==> src/rtl/rom_fetch_arbiter.sv <==
// Shares one 16-bit memory read port between the M68K program ROM and the Z80 sound ROM.
// Each requester has a one-word fill buffer so repeat reads and Z80 odd-byte reads skip the port.
module rom_fetch_arbiter #(
    parameter int unsigned       ADDR_W    = 24,
    parameter logic [ADDR_W-1:0] M68K_BASE = ADDR_W'(24'h000000),
    parameter logic [ADDR_W-1:0] Z80_BASE  = ADDR_W'(24'h020000)
) (
    input  logic              clk_sys,
    input  logic              reset,
    input  logic              m68k_rom_cs,
    input  logic [22:0]       m68k_addr,
    output logic [15:0]       m68k_rom_data,
    output logic              m68k_rom_valid,
    input  logic              z80_rom_cs,
    input  logic [15:0]       z80_addr,
    output logic [7:0]        z80_rom_data,
    output logic              z80_rom_valid,
    output logic              z80_wait_n,
    input  logic              cache_flush,
    output logic              mem_req,
    output logic [ADDR_W-1:0] mem_addr,
    input  logic              mem_ack,
    input  logic [15:0]       mem_data
);

    typedef enum logic [1:0] {IDLE, BUSY_M, BUSY_Z} state_t;

    state_t            r_state;
    logic              r_last_m;
    logic              r_flushed;
    logic              r_mem_req;
    logic [ADDR_W-1:0] r_mem_addr;

    logic [22:0]       r_m_tag;
    logic [15:0]       r_m_buf;
    logic              r_m_tv;
    logic              r_m_pend;
    logic              r_m_valid;
    logic [15:0]       r_m_data;

    logic [14:0]       r_z_tag;
    logic [15:0]       r_z_buf;
    logic              r_z_tv;
    logic              r_z_pend;
    logic              r_z_valid;
    logic [7:0]        r_z_data;

    logic              w_m_hit;
    logic              w_z_hit;
    logic              w_m_ack;
    logic              w_z_ack;
    logic              w_m_pend;
    logic              w_z_pend;
    logic [ADDR_W-1:0] w_m_mem_addr;
    logic [ADDR_W-1:0] w_z_mem_addr;

    assign w_m_hit  = m68k_rom_cs & r_m_tv & (r_m_tag == m68k_addr);
    assign w_z_hit  = z80_rom_cs & r_z_tv & (r_z_tag == z80_addr[15:1]);
    assign w_m_ack  = (r_state == BUSY_M) & mem_ack;
    assign w_z_ack  = (r_state == BUSY_Z) & mem_ack;

    // A requester being served is masked so the fill cycle cannot re-arm its own request.
    assign w_m_pend = m68k_rom_cs & ~w_m_hit & ~r_m_valid & (r_state != BUSY_M);
    assign w_z_pend = z80_rom_cs & ~w_z_hit & ~r_z_valid & (r_state != BUSY_Z);

    assign w_m_mem_addr = M68K_BASE + ADDR_W'({m68k_addr, 1'b0});
    assign w_z_mem_addr = Z80_BASE + ADDR_W'({z80_addr[15:1], 1'b0});

    assign m68k_rom_data  = r_m_data;
    assign m68k_rom_valid = r_m_valid;
    assign z80_rom_data   = r_z_data;
    assign z80_rom_valid  = r_z_valid;
    assign z80_wait_n     = ~(z80_rom_cs & ~r_z_valid);
    assign mem_req        = r_mem_req;
    assign mem_addr       = r_mem_addr;

    always_ff @(posedge clk_sys or posedge reset) begin
        if (reset) begin
            r_state    <= IDLE;
            r_last_m   <= 1'b0;
            r_flushed  <= 1'b0;
            r_mem_req  <= 1'b0;
            r_mem_addr <= '0;
            r_m_tag    <= '0;
            r_m_buf    <= '0;
            r_m_tv     <= 1'b0;
            r_m_pend   <= 1'b0;
            r_m_valid  <= 1'b0;
            r_m_data   <= '0;
            r_z_tag    <= '0;
            r_z_buf    <= '0;
            r_z_tv     <= 1'b0;
            r_z_pend   <= 1'b0;
            r_z_valid  <= 1'b0;
            r_z_data   <= '0;
        end else begin
            case (r_state)
                IDLE: begin
                    // When both wait, the requester that did not win last time goes first.
                    if (r_m_pend && (!r_z_pend || !r_last_m)) begin
                        r_state    <= BUSY_M;
                        r_mem_req  <= 1'b1;
                        r_mem_addr <= w_m_mem_addr;
                        r_last_m   <= 1'b1;
                        r_m_tag    <= m68k_addr;
                        r_m_tv     <= 1'b0;
                        r_flushed  <= 1'b0;
                    end else if (r_z_pend) begin
                        r_state    <= BUSY_Z;
                        r_mem_req  <= 1'b1;
                        r_mem_addr <= w_z_mem_addr;
                        r_last_m   <= 1'b0;
                        r_z_tag    <= z80_addr[15:1];
                        r_z_tv     <= 1'b0;
                        r_flushed  <= 1'b0;
                    end
                end
                BUSY_M: begin
                    if (mem_ack) begin
                        r_state   <= IDLE;
                        r_mem_req <= 1'b0;
                        r_m_buf   <= mem_data;
                        r_m_tv    <= ~(cache_flush | r_flushed);
                        r_flushed <= 1'b0;
                    end else if (cache_flush) begin
                        r_flushed <= 1'b1;
                    end
                end
                BUSY_Z: begin
                    if (mem_ack) begin
                        r_state   <= IDLE;
                        r_mem_req <= 1'b0;
                        r_z_buf   <= mem_data;
                        r_z_tv    <= ~(cache_flush | r_flushed);
                        r_flushed <= 1'b0;
                    end else if (cache_flush) begin
                        r_flushed <= 1'b1;
                    end
                end
                default: r_state <= IDLE;
            endcase

            r_m_pend  <= w_m_pend;
            r_z_pend  <= w_z_pend;
            r_m_valid <= m68k_rom_cs & (r_m_valid | w_m_hit | w_m_ack);
            r_z_valid <= z80_rom_cs & (r_z_valid | w_z_hit | w_z_ack);

            if (w_m_ack)
                r_m_data <= mem_data;
            else if (w_m_hit && !r_m_valid)
                r_m_data <= r_m_buf;

            if (w_z_ack)
                r_z_data <= z80_addr[0] ? mem_data[15:8] : mem_data[7:0];
            else if (w_z_hit && !r_z_valid)
                r_z_data <= z80_addr[0] ? r_z_buf[15:8] : r_z_buf[7:0];

            // Flush overrides any tag-valid update made above in the same cycle.
            if (cache_flush) begin
                r_m_tv <= 1'b0;
                r_z_tv <= 1'b0;
            end
        end
    end

endmodule

==> config.mk <==
export PLATFORM = sky130hd
export DESIGN_NAME = rom_fetch_arbiter
export DESIGN_NICKNAME = d
export VERILOG_FILES = /design/src/rtl/rom_fetch_arbiter.sv
export SDC_FILE = /design/constraint.sdc
export NUM_CORES = 1
export LEC_CHECK = 0
export ABC_CLOCK_PERIOD_IN_PS = 7000
export BUFFER_PORTS_ARGS = -buffer_cell sky130_fd_sc_hd__clkbuf_2
export CAP_MARGIN = 5
export CORE_ASPECT_RATIO = 1.5
export CORE_MARGIN = 1
export CORE_UTILIZATION = 59
export DETAILED_ROUTE_END_ITERATION = 8
export GPL_TIMING_DRIVEN = 0
export PLACE_DENSITY_LB_ADDON = 0.12
export SLEW_MARGIN = 15
export SYNTH_ARGS = -nofsm -noshare
export SYNTH_HDL_FRONTEND = slang
export SYNTH_SLANG_ARGS = --single-unit
==> constraint.sdc <==
create_clock -name clk_sys -period 7 [get_ports clk_sys]
set_clock_uncertainty 0.05 [all_clocks]
set_input_delay 0.35 -clock clk_sys [delete_from_list [all_inputs] [get_ports clk_sys]]
set_output_delay 0.35 -clock clk_sys [all_outputs]
set_load 0.03 [all_outputs]
Word-level counts from Yosys, hierarchy flattened
Cells that the tools add are included.
Operators by class
  add/sub/neg operators: 1
  equal/unequal tests: 14
  mux-type cells: 29
  bitwise logic cells: 27
  reduce and logical (&&, ||, !) cells: 26
Operator list (count)
  $mux W24: 2
  $mux W16: 2
  $mux W8: 4
  $eq A23 B23 Y1: 1
  $add A18 B16 Y19 const A: 1
  $ne A3 B3 Y1 const B: 6
  $and A1 B1 Y1: 15
  $eq A15 B15 Y1: 1
  $mux W1: 13
  $reduce_and A3 Y1: 4
  $reduce_and A2 Y1: 5
  $pmux W1 S2: 4
  $reduce_bool A2 Y1: 4
  $not A1 Y1: 7
  $mux W2: 3
  $reduce_bool A3 Y1: 2
  $or A1 B1 Y1: 5
  $logic_not A1 Y1: 4
  $ne A2 B1 Y1 const B: 2
  $pmux W2 S2: 1
  $reduce_and A4 Y1: 1
  $logic_and A1 B1 Y1: 3
  $ne A3 B1 Y1 const B: 1
  $eq A2 B1 Y1 const B: 1
  5 further kinds: 5
Word-level totals
  bits in registers: 129
  bits of input ports: 61
  output and inout bits: 52
  word-level logic and storage cells: 114

Logic depth before layout (Yosys ltp)
Gate-level depths: netlist of run 1.
  depth in word-level cells: 6
  mapped depth: 8
  mapped depth without buffers: 7

Least setup slack after synthesis of run 1
OpenSTA, ideal clock, no wires.
  path kind: register to register
  from: reg r_state[0]
  to: reg r_z_data[0] (netlist: z80_rom_data[0])
  setup time: 0.125 ns
  data arrival time: 2.101 ns
  data required time: 6.825 ns
  path slack: 4.725 ns
  cell stages (with the launch flop): 8
  buffers on the path: 1
  period minus slack after synthesis: 2.275 ns
  path through: dfrtp_1 inv_1 ha_1 nand2_1 clkbuf_1 mux2_2 mux2_2 mux2_2
On the way
  longest elaborated chain between the ends: 3
  elaborated cells between the ends (all ways): 4
  classes of those cells: 1 x eq/ne; 1 x mux; 1 x bitwise; 1 x reduce/logical
Ends and longest elaborated chain
  start, declared: RTL line 28  | state_t r_state;
  start signal, assigned: RTL line 79  | r_state <= IDLE;
  start signal, assigned: RTL line 101  | r_state <= BUSY_M;
  start signal, assigned: RTL line 109  | r_state <= BUSY_Z;
  $eq A2 B2 Y1 *: RTL line 60  | assign w_z_ack = (r_state == BUSY_Z) & mem_ack;
  $and A1 B1 Y1 *: RTL line 60
  $mux W8 or $reduce_bool A2 Y1 (tied branches)
  end signal, assigned: RTL line 154  | r_z_data <= z80_addr[0] ? mem_data[15:8] : mem_data[7:0];
  end signal, assigned: RTL line 156  | r_z_data <= z80_addr[0] ? r_z_buf[15:8] : r_z_buf[7:0];
  end, declared: RTL line 46  | logic [7:0] r_z_data;
Every way passes the cells marked *; elsewhere a longest branch is shown, timed or not.
A chain may end at the register's enable or synchronous reset.

Final worst setup path of run 1
Same ends and word-level chain as after synthesis.

==> flow_metrics.tcl, run 1 <==
set metrics [dict create \
    outcome "finished, final reports clean" \
    clkSinkCount 128 \
    critPathBufInv 2 \
    io_pins 113 \
    synth-edff-count 0 \
    start_util 0.613 \
    drt_pass1_iterations 4 \
    yosys.cell_types.count 38 \
    critPathMaxFanout 10 \
    hold_path_class "in2reg" \
    drt_iter0_drc 193 \
    regArea_um2 3200 \
    ys_warn_count 0 \
    routed_wl_mm 14.2 \
    crit_chain "inv_1 -> ha_1 -> nand2_1 -> clkbuf_1 -> o21ai_1 -> mux2_2" \
    crit_slowest_cell "clkbuf_1" \
    critPathLaunchType "flip-flop" \
    syn_area_um2 5710 \
    yosys.area.top_type_share 0.561 \
    p_comb_frac 0.370 \
    antenna_found_initial 0 \
    fin_crit_sh 0.402 \
    peakVddDrop_mv 0.342 \
    power.share.clock 0.268 \
    critPathMaxStageDelay_ps 590 \
    cts_buffer_depth 2 \
    end_kind "flip-flop" \
    synthFlopType "dfrtp_1" \
    rows 43 \
    htree_num_levels 4 \
    drive_gt1_frac 0.293 \
    post-cts-setup-buffers 0 \
    track_usage 0.309 \
    synth_area_leader_cell "dfrtp_1" \
    path_delay_family "buffers and inverters" \
    synthArstFlopShare 1.00 \
    core_um2 9310 \
    portBuffers 109 \
    antennaDiodeCount 0 \
    gp_congestion 0.838 \
    synthTopCellsByArea "dfrtp_1 56%, nand2_1 9.8%, mux2_2 9.5%, xor2_1 4.6%, mux2i_1 2.6%" \
    p_sw_mw 1.33 \
    p_int_mw 2.21 \
    finalSetupViolCount 0 \
    worst_pin_slew_ps 993 \
    cp_data_required_time_ps 7250 \
    max_slew_margin 0.334 \
    grt_max_degree 71 \
    post-route-min-period_ps 2820 \
    cts-root-buf "clkbuf_16" \
    synth_area_per_cell_um2 10.8 \
    nets 721 \
    yosysMostFrequentCell "nand2_1" \
    swShare 0.376 \
    rsz0062_at_grt "false" \
    syn_nets 591 \
    p_seq_frac 0.362 \
    p_per_area_nw_per_um2 501 \
    ys_ff_latch 128 \
    ant_nets 0 \
    netlist_instances 526 \
    floorplan.die_area_um2 10100 \
    hold_viol_final 0 \
    cap_violations 0 \
    grt-ovfl-total 0 \
    grt_first_pass_wirelength_mm 22.4 \
    ys_seq_area_frac 0.561 \
    vias_per_cell 5.76 \
    drc_errors 0 \
    die_x_um 82.3 \
    fmax_ghz 0.355 \
    final_util 0.760 \
    wire_per_inst_um 18.2 \
    cts_tree "done" \
    finalSetupTns_ps 0 \
    slew_violations 0 \
    fillers 664 \
    clk_latency_ps 410 \
    synth_commonest_cells "149 x nand2_1, 128 x dfrtp_1, 48 x mux2_2" \
    num_vias 4498 \
    cts-resized-gates 0 \
    worstSetupPathType "reg2reg" \
    dpl.hpwl_mm 10.4 \
    multi_input_area_um2 2340 \
    area_growth_pct 24.0 \
    numCtsBuffers 17 \
    worstPathArrival_ps 3060 \
    grt_pass1_vias 4608 \
    die_h_um 122 \
    clkSlewWorstSetupHoldPaths_ps 60 \
    p_leak_nw 3.45 \
]
final timing paths:
| path | start | cells past startpoint | slack [ps] | endpoint |
|---|---|---|---|---|
| max in group asynchronous | reset | 4 | 5680 | r_m_buf[6] |
| min | cache_flush | 2 | 90 | r_z_tv |
| min in group asynchronous | reset | 3 | 500 | m68k_rom_data[10] |
| max reg2reg | r_state[0] | 6 | 4180 | z80_rom_data[0] |
| min reg2reg | r_m_buf[13] | 2 | 420 | r_m_buf[13] |
| max | r_state[0] | 6 | 4180 | z80_rom_data[0] |
through the flow:
stage | cells | hold WS (ps) | total power, mW | area [µm²] | setup slack, ps
final | 781 | 94.9 | 3.55 | 7080 | 4180
after global routing | 781 | 80.6 | 3.75 | 7080 | 4060
after CTS | 781 | 87.9 | 3.56 | 7080 | 4140
after detailed placement | 748 | 398 | 2.60 | 6420 | 4160
after global placement | 747 | 400 | 2.53 | 6390 | 1860
after floorplan | 526 | 363 | 2.20 | 5710 | 3190
kinds of logic (layout without fill, tap and decap cells):
group,Yosys count,count (layout),synth area share
fa+ha+maj,4,4,0.00877
mux,63,63,0.121
flops,128,128,0.561
compound gates,76,76,0.0921
xor+xnor,38,38,0.0583
simple gates,180,180,0.130
other cells,1,1,0.000657
buf+inv,36,179,0.0276
state kept, by name (all words and copies together), names as in the netlist:
name / count
r_flushed: 1
mem_addr: 23
r_z_pend: 1
r_z_buf: 16
r_m_tv: 1
m68k_rom_data: 16
r_last_m: 1
z80_rom_data: 8
r_z_tv: 1
r_m_buf: 16
z80_rom_valid: 1
r_state: 2
m68k_rom_valid: 1
r_m_pend: 1
r_m_tag: 23
r_z_tag: 15
mem_req: 1
power groups by stage:
stage                     logic, mW  clock network [mW]  registers (mW)
after global routing           1.44               0.989            1.32
after floorplan               0.692                   0            1.51
after global placement         1.26                   0            1.27
after detailed placement       1.31                   0            1.29
final                          1.31               0.951            1.28
after CTS                      1.32               0.956            1.28
per-layer routing:
layer	part of all wire	vias to the layer above	global-route usage
met4	0.038	0	0.146
met5	0	-	0
met2	0.53	172	0.541
met3	0.051	40	0.0766
li1	-	2070	-
met1	0.38	2216	0.344
cell type report:
type | instances | area share
plain buffers | 27 | 0.0175
clock buffers | 23 | 0.0690
well taps | 112 | 0.0198
inverters | 9 | 0.00548
clock inverters | 9 | 0.0218
multi-input cells | 362 | 0.331
flip-flops and latches | 128 | 0.453
repair buffers | 111 | 0.0824
what timing repair did:
action | 4_1_cts | 5_1_grt
endpoints found under the hold margin | 58 | 0
hold buffers | 1 | 0
setup endpoints to repair | 0 | 0
cells in the final DEF (no fill, tap or decap), types with 8 or more instances in the layout:
cell         n
nand2_1    149
inv_1        8
clkbuf_2   109
clkbuf_1    22
o21ai_0     22
nor4_1      11
o311ai_1    10
mux2i_1     15
mux2_2      48
xnor2_1      8
xor2_1      30
dfrtp_1    128
o211ai_1    16
clkbuf_16   17
Note: power is estimated with default switching activity, not from simulation.
==> inputs of run 2 (changes only) <==
ABC_AREA = 1   (was default)
ABC_CLOCK_PERIOD_IN_PS = 2900   (was 7000)
CORE_UTILIZATION = 55   (was 59)
clock period = 2.9 ns   (was 7 ns; I/O delays follow)
==> flow_metrics.tcl, run 2 <==
set metrics [dict create \
    finalSetupTns_ps 0 \
    ys_ff_latch 128 \
    critPathLaunchType "flip-flop" \
    area_growth_pct 31.2 \
    power_mw 8.61 \
    synthFlopType "dfrtp_1" \
    clkSlewWorstSetupHoldPaths_ps 60 \
    synth-edff-count 0 \
    mostFrequentLayoutCell "nand2_1" \
    hold_viol_final 0 \
    floorplan.die_area_um2 11000 \
    post-cts-setup-buffers 0 \
    num_vias 5381 \
    p_per_area_nw_per_um2 1130 \
    final_cell_mix "232 x nand2_1, 128 x dfrtp_1, 110 x clkbuf_2, 103 x o21ai_0, 87 x inv_1" \
    rows 45 \
    fmax_ghz 0.455 \
    post-route-min-period_ps 2200 \
    yosysMostFrequentCell "nand2_1" \
    io_pins 113 \
    syn_nets 785 \
    grt_max_degree 34 \
    cts-root-buf "clkbuf_16" \
    grt_first_pass_wirelength_mm 25.1 \
    rsz0062_at_grt "false" \
    cp_data_required_time_ps 3140 \
    yosys.area.top_type_share 0.552 \
    critPathMaxFanout 10 \
    syn_area_um2 5800 \
    drt_iter0_drc 294 \
    nets 953 \
    outcome "finished, final reports clean" \
    antenna_found_initial 0 \
    grt_pass1_vias 5381 \
    worstSetupPathType "reg2reg" \
    synth_area_leader_cell "dfrtp_1" \
    slew_violations 0 \
    cap_violations 0 \
    drc_errors 0 \
    synth_commonest_cells "232 x nand2_1, 128 x dfrtp_1, 103 x o21ai_0" \
    start_util 0.569 \
    dpl.hpwl_mm 11.3 \
    vias_per_cell 5.16 \
    fin_crit_sh 0.758 \
    yosys.cell_types.count 30 \
    netlist_instances 720 \
    numCtsBuffers 17 \
    max_slew_margin 0.564 \
    synth_area_per_cell_um2 8.06 \
    die_h_um 128 \
    htree_num_levels 4 \
    cts-resized-gates 0 \
    end_kind "flip-flop" \
    routed_wl_mm 15.3 \
    peakVddDrop_mv 0.716 \
    clk_latency_ps 410 \
    gp_congestion 0.907 \
    antennaDiodeCount 0 \
    place_ws_ps 718 \
    hold_path_class "in2reg" \
    p_leak_nw 4.10 \
    clkSinkCount 128 \
    ctsHoldBuffers 35 \
    portBuffers 110 \
    cts_buffer_depth 2 \
    track_usage 0.301 \
    finalSetupViolCount 0 \
    ys_seq_area_frac 0.552 \
    ys_warn_count 0 \
    cts_tree "done" \
    worstPathArrival_ps 2440 \
    core_um2 10200 \
    fin_ws_ps 702 \
    drt_pass1_iterations 7 \
    grt-ovfl-total 0 \
    die_x_um 85.9 \
    drive_gt1_frac 0.184 \
    synthArstFlopShare 1.00 \
    synthTopCellsByArea "dfrtp_1 55%, nand2_1 15%, o21ai_0 8.9%, inv_1 5.7%, nor2_1 4.3%" \
    wire_per_inst_um 14.7 \
    ant_nets 0 \
    worst_pin_slew_ps 655 \
]
==> run 2: cell count changes in the layout (fill, tap and decap cells not counted), sizes merged, moves of 7 or more <==
cell         change
nand2           +84
xor2            -28
mux2            -44
nor4            -11
o211ai          -16
nand3           +34
mux2i           -15
nor2            +64
clkbuf           -7
a22o             -7
o21ai           +82
inv             +79
o311ai          -15
dlygate4sd3     +34
==> run 2: critical path: stages (launching register included) <==
cell and delay, ps:
dfrtp_1 400, inv_1 120, ha_1 210, inv_1 110, a21oi_1 530, inv_1 240, buf_2 260, nand2_1 90
o21ai_0 80
==> run 2: metrics by stage <==
step	instance area [µm²]	std cells	utilization	hold WS, ps
CTS	7610	1042	0.747	5.54
global placement	6530	971	0.641	342
global route	7610	1042	0.747	9.61
finish	7610	1042	0.747	13.6
detailed placement	6620	975	0.650	129
floorplan	5810	720	-	198
==> run 2: layout make-up <==
type | count | area (µm²)
Clock buffer | 20 | 457
Timing Repair Buffer | 149 | 988
Multi-Input combinational cell | 479 | 2160
Inverter | 88 | 334
Fill cell | 778 | 2580
Clock inverter | 12 | 183
Buffer | 25 | 114
Tap cell | 141 | 176
Sequential cell | 128 | 3200
==> run 2: power breakdown <==
group	switching (mW)	internal, mW	leakage, nW	total, mW
sequential	0.434	2.63	1.59	3.07
clock	0.795	1.49	0.303	2.28
combinational	2.23	1.03	2.20	3.26
==> run 2: cells by family after synthesis <==
logic type | after synthesis | share of synthesized area
muxes | 4 | 0.00776
AOI/OAI and AO/OA | 121 | 0.107
buffers and inverters | 113 | 0.0765
xor gates and xnor gates | 5 | 0.00755
and+or+nand+nor | 344 | 0.240
DFF | 128 | 0.552
adders and majority gates | 4 | 0.00862
other | 1 | 0.000646
==> run 2: path summary, 6_finish.rpt <==
| path | start | endpoint | slack, ps | cells after the start |
|---|---|---|---|---|
| max in group asynchronous | reset | r_z_pend | 1630 | 6 |
| min in group asynchronous | reset | r_m_tag[8] | 250 | 3 |
| setup / recovery | r_state[0] | mem_addr[6] | 700 | 8 |
| hold / removal | z80_addr[1] | r_z_tag[0] | 10 | 3 |
| setup reg to reg | r_state[0] | mem_addr[6] | 700 | 8 |
| hold reg to reg | mem_addr[21] | mem_addr[21] | 420 | 2 |
==> run 2: per-layer routing <==
layer  routed length (µm)  up-vias  global-route usage
li1                     -     2593                   -
met1                 5800     2545               0.323
met2                 8180      197               0.548
met3                  740       46              0.0637
met4                  610        0               0.153
met5                    0        -                   0
==> inputs of run 3 (changes only) <==
ABC_CLOCK_PERIOD_IN_PS = 2100   (was 2900)
clock period = 2.1 ns   (was 2.9 ns; I/O delays follow)
==> flow_metrics.tcl, run 3 (synthesis gave the netlist of run 2 again) <==
set metrics [dict create \
    outcome "finished, final reports clean" \
    cts_buffer_depth 2 \
    post-cts-setup-buffers 0 \
    start_util 0.569 \
    htree_num_levels 4 \
    die_x_um 85.9 \
    final_util 0.764 \
    io_pins 113 \
    die_h_um 128 \
    cts_tree "done" \
    track_usage 0.306 \
    numCtsBuffers 17 \
    mostFrequentLayoutCell "nand2_1" \
    antenna_found_initial 0 \
    slew_violations 0 \
    p_per_area_nw_per_um2 1540 \
    portBuffers 110 \
    num_vias 5473 \
    wire_per_inst_um 14.8 \
    cts-root-buf "clkbuf_16" \
    grt-ovfl-total 0 \
    fmax_ghz 0.512 \
    floorplan.die_area_um2 11000 \
    clkSinkCount 128 \
    fillers 734 \
    peakVddDrop_mv 1.01 \
    vias_per_cell 5.17 \
    p_leak_nw 4.17 \
    design_area_um2 7780 \
    critPathMaxFanout 10 \
    clk_latency_ps 410 \
    routed_wl_mm 15.6 \
    clkSlewWorstSetupHoldPaths_ps 60 \
    antennaDiodeCount 0 \
    hold_viol_final 0 \
    hold-worst-slack_ps 12.6 \
    max_slew_margin 0.602 \
    power_mw 11.9 \
    ant_nets 0 \
    dpl_cell_area_um2 6620 \
    cp_data_required_time_ps 2400 \
    finalSetupTns_ps 0 \
    grt_pass1_vias 5508 \
    drive_gt1_frac 0.186 \
    dpl.hpwl_mm 11.3 \
    gp_congestion 0.907 \
    reg2reg_depth 9 \
    fin_crit_sh 0.930 \
    worstSetupPathType "reg2reg" \
    area_growth_pct 34.1 \
    drt_iter0_drc 272 \
    holdPathStages 3 \
    hold_path_class "in2reg" \
    nets 969 \
    critPathLaunchType "flip-flop" \
    finalSetupViolCount 0 \
    rsz0062_at_grt "false" \
    core_um2 10200 \
    worstPathArrival_ps 2260 \
    grt_max_degree 34 \
    drc_errors 0 \
    worst_pin_slew_ps 597 \
    final_cell_mix "232 x nand2_1, 128 x dfrtp_1, 113 x clkbuf_2, 103 x o21ai_0, 87 x inv_1" \
    rows 45 \
    end_kind "flip-flop" \
    post-route-min-period_ps 1950 \
    grt_first_pass_wirelength_mm 25.5 \
    cap_violations 0 \
    drt_pass1_iterations 5 \
]
==> run 3: changes by cell type in the layout (fill, tap and decap cells not counted) <==
| cell | change |
|---|---|
| dlygate4sd3_1 | +16 |
| nor2_1 | -1 |
| clkbuf_2 | +3 |
| clkbuf_1 | -3 |
| nor2_2 | +1 |
| a21oi_2 | +1 |
| a21oi_1 | -1 |
==> run 3: final timing paths <==
check / to / startpoint / slack [ps]
setup / recovery: z80_rom_data[6] / r_state[0] / 150
hold / removal: r_m_buf[14] / mem_data[14] / 10
setup reg to reg: z80_rom_data[6] / r_state[0] / 150
hold reg to reg: mem_addr[16] / mem_addr[16] / 420
max in group asynchronous: r_z_pend / reset / 870
min in group asynchronous: r_m_tag[8] / reset / 210
==> run 3: layout make-up <==
cell class	count	area, µm²	area share
sequential	128	3200	0.412
multi-input combinational	479	2160	0.278
timing repair buffer	165	1150	0.148
clock buffer	20	457	0.0587
inverter	88	334	0.0429
clock inverter	12	183	0.0235
tap	141	176	0.0227
buffer	25	118	0.0151
==> run 3: critical path: stages (launching register included) <==
cell,delay (ps)
dfrtp_1,400
inv_1,110
ha_1,250
nand2_1,160
clkbuf_1,240
o21ai_0,310
nor2_1,80
nor2_1,150
nand2_1,80
nand2_1,70
==> run 3: report_power, final <==
part | switching [mW] | total (mW) | internal, mW
clock network | 1.10 | 3.15 | 2.06
logic | 3.10 | 4.55 | 1.45
registers | 0.604 | 4.24 | 3.64
==> run 3: metal layers <==
| layer | up-vias | track usage | routed length, µm |
|---|---|---|---|
| li1 | 2630 | - | - |
| met1 | 2595 | 0.324 | 5860 |
| met2 | 194 | 0.555 | 8340 |
| met3 | 54 | 0.0644 | 678 |
| met4 | 0 | 0.173 | 743 |
| met5 | - | 0 | 0 |
==> run 3: metrics by stage <==
stage	setup WS, ps	instances
final	146	1058
after global routing	4.06	1058
after CTS	41.5	1058
after detailed placement	-82.3	975
after global placement	-421	971
after floorplan	364	720
==> run 3: what timing repair did <==
action | in CTS | in global routing
endpoints found under the setup margin | 20 | 36
hold endpoints to repair | 119 | 0
hold buffers | 51 | 0
gates resized for setup | 1 | 7
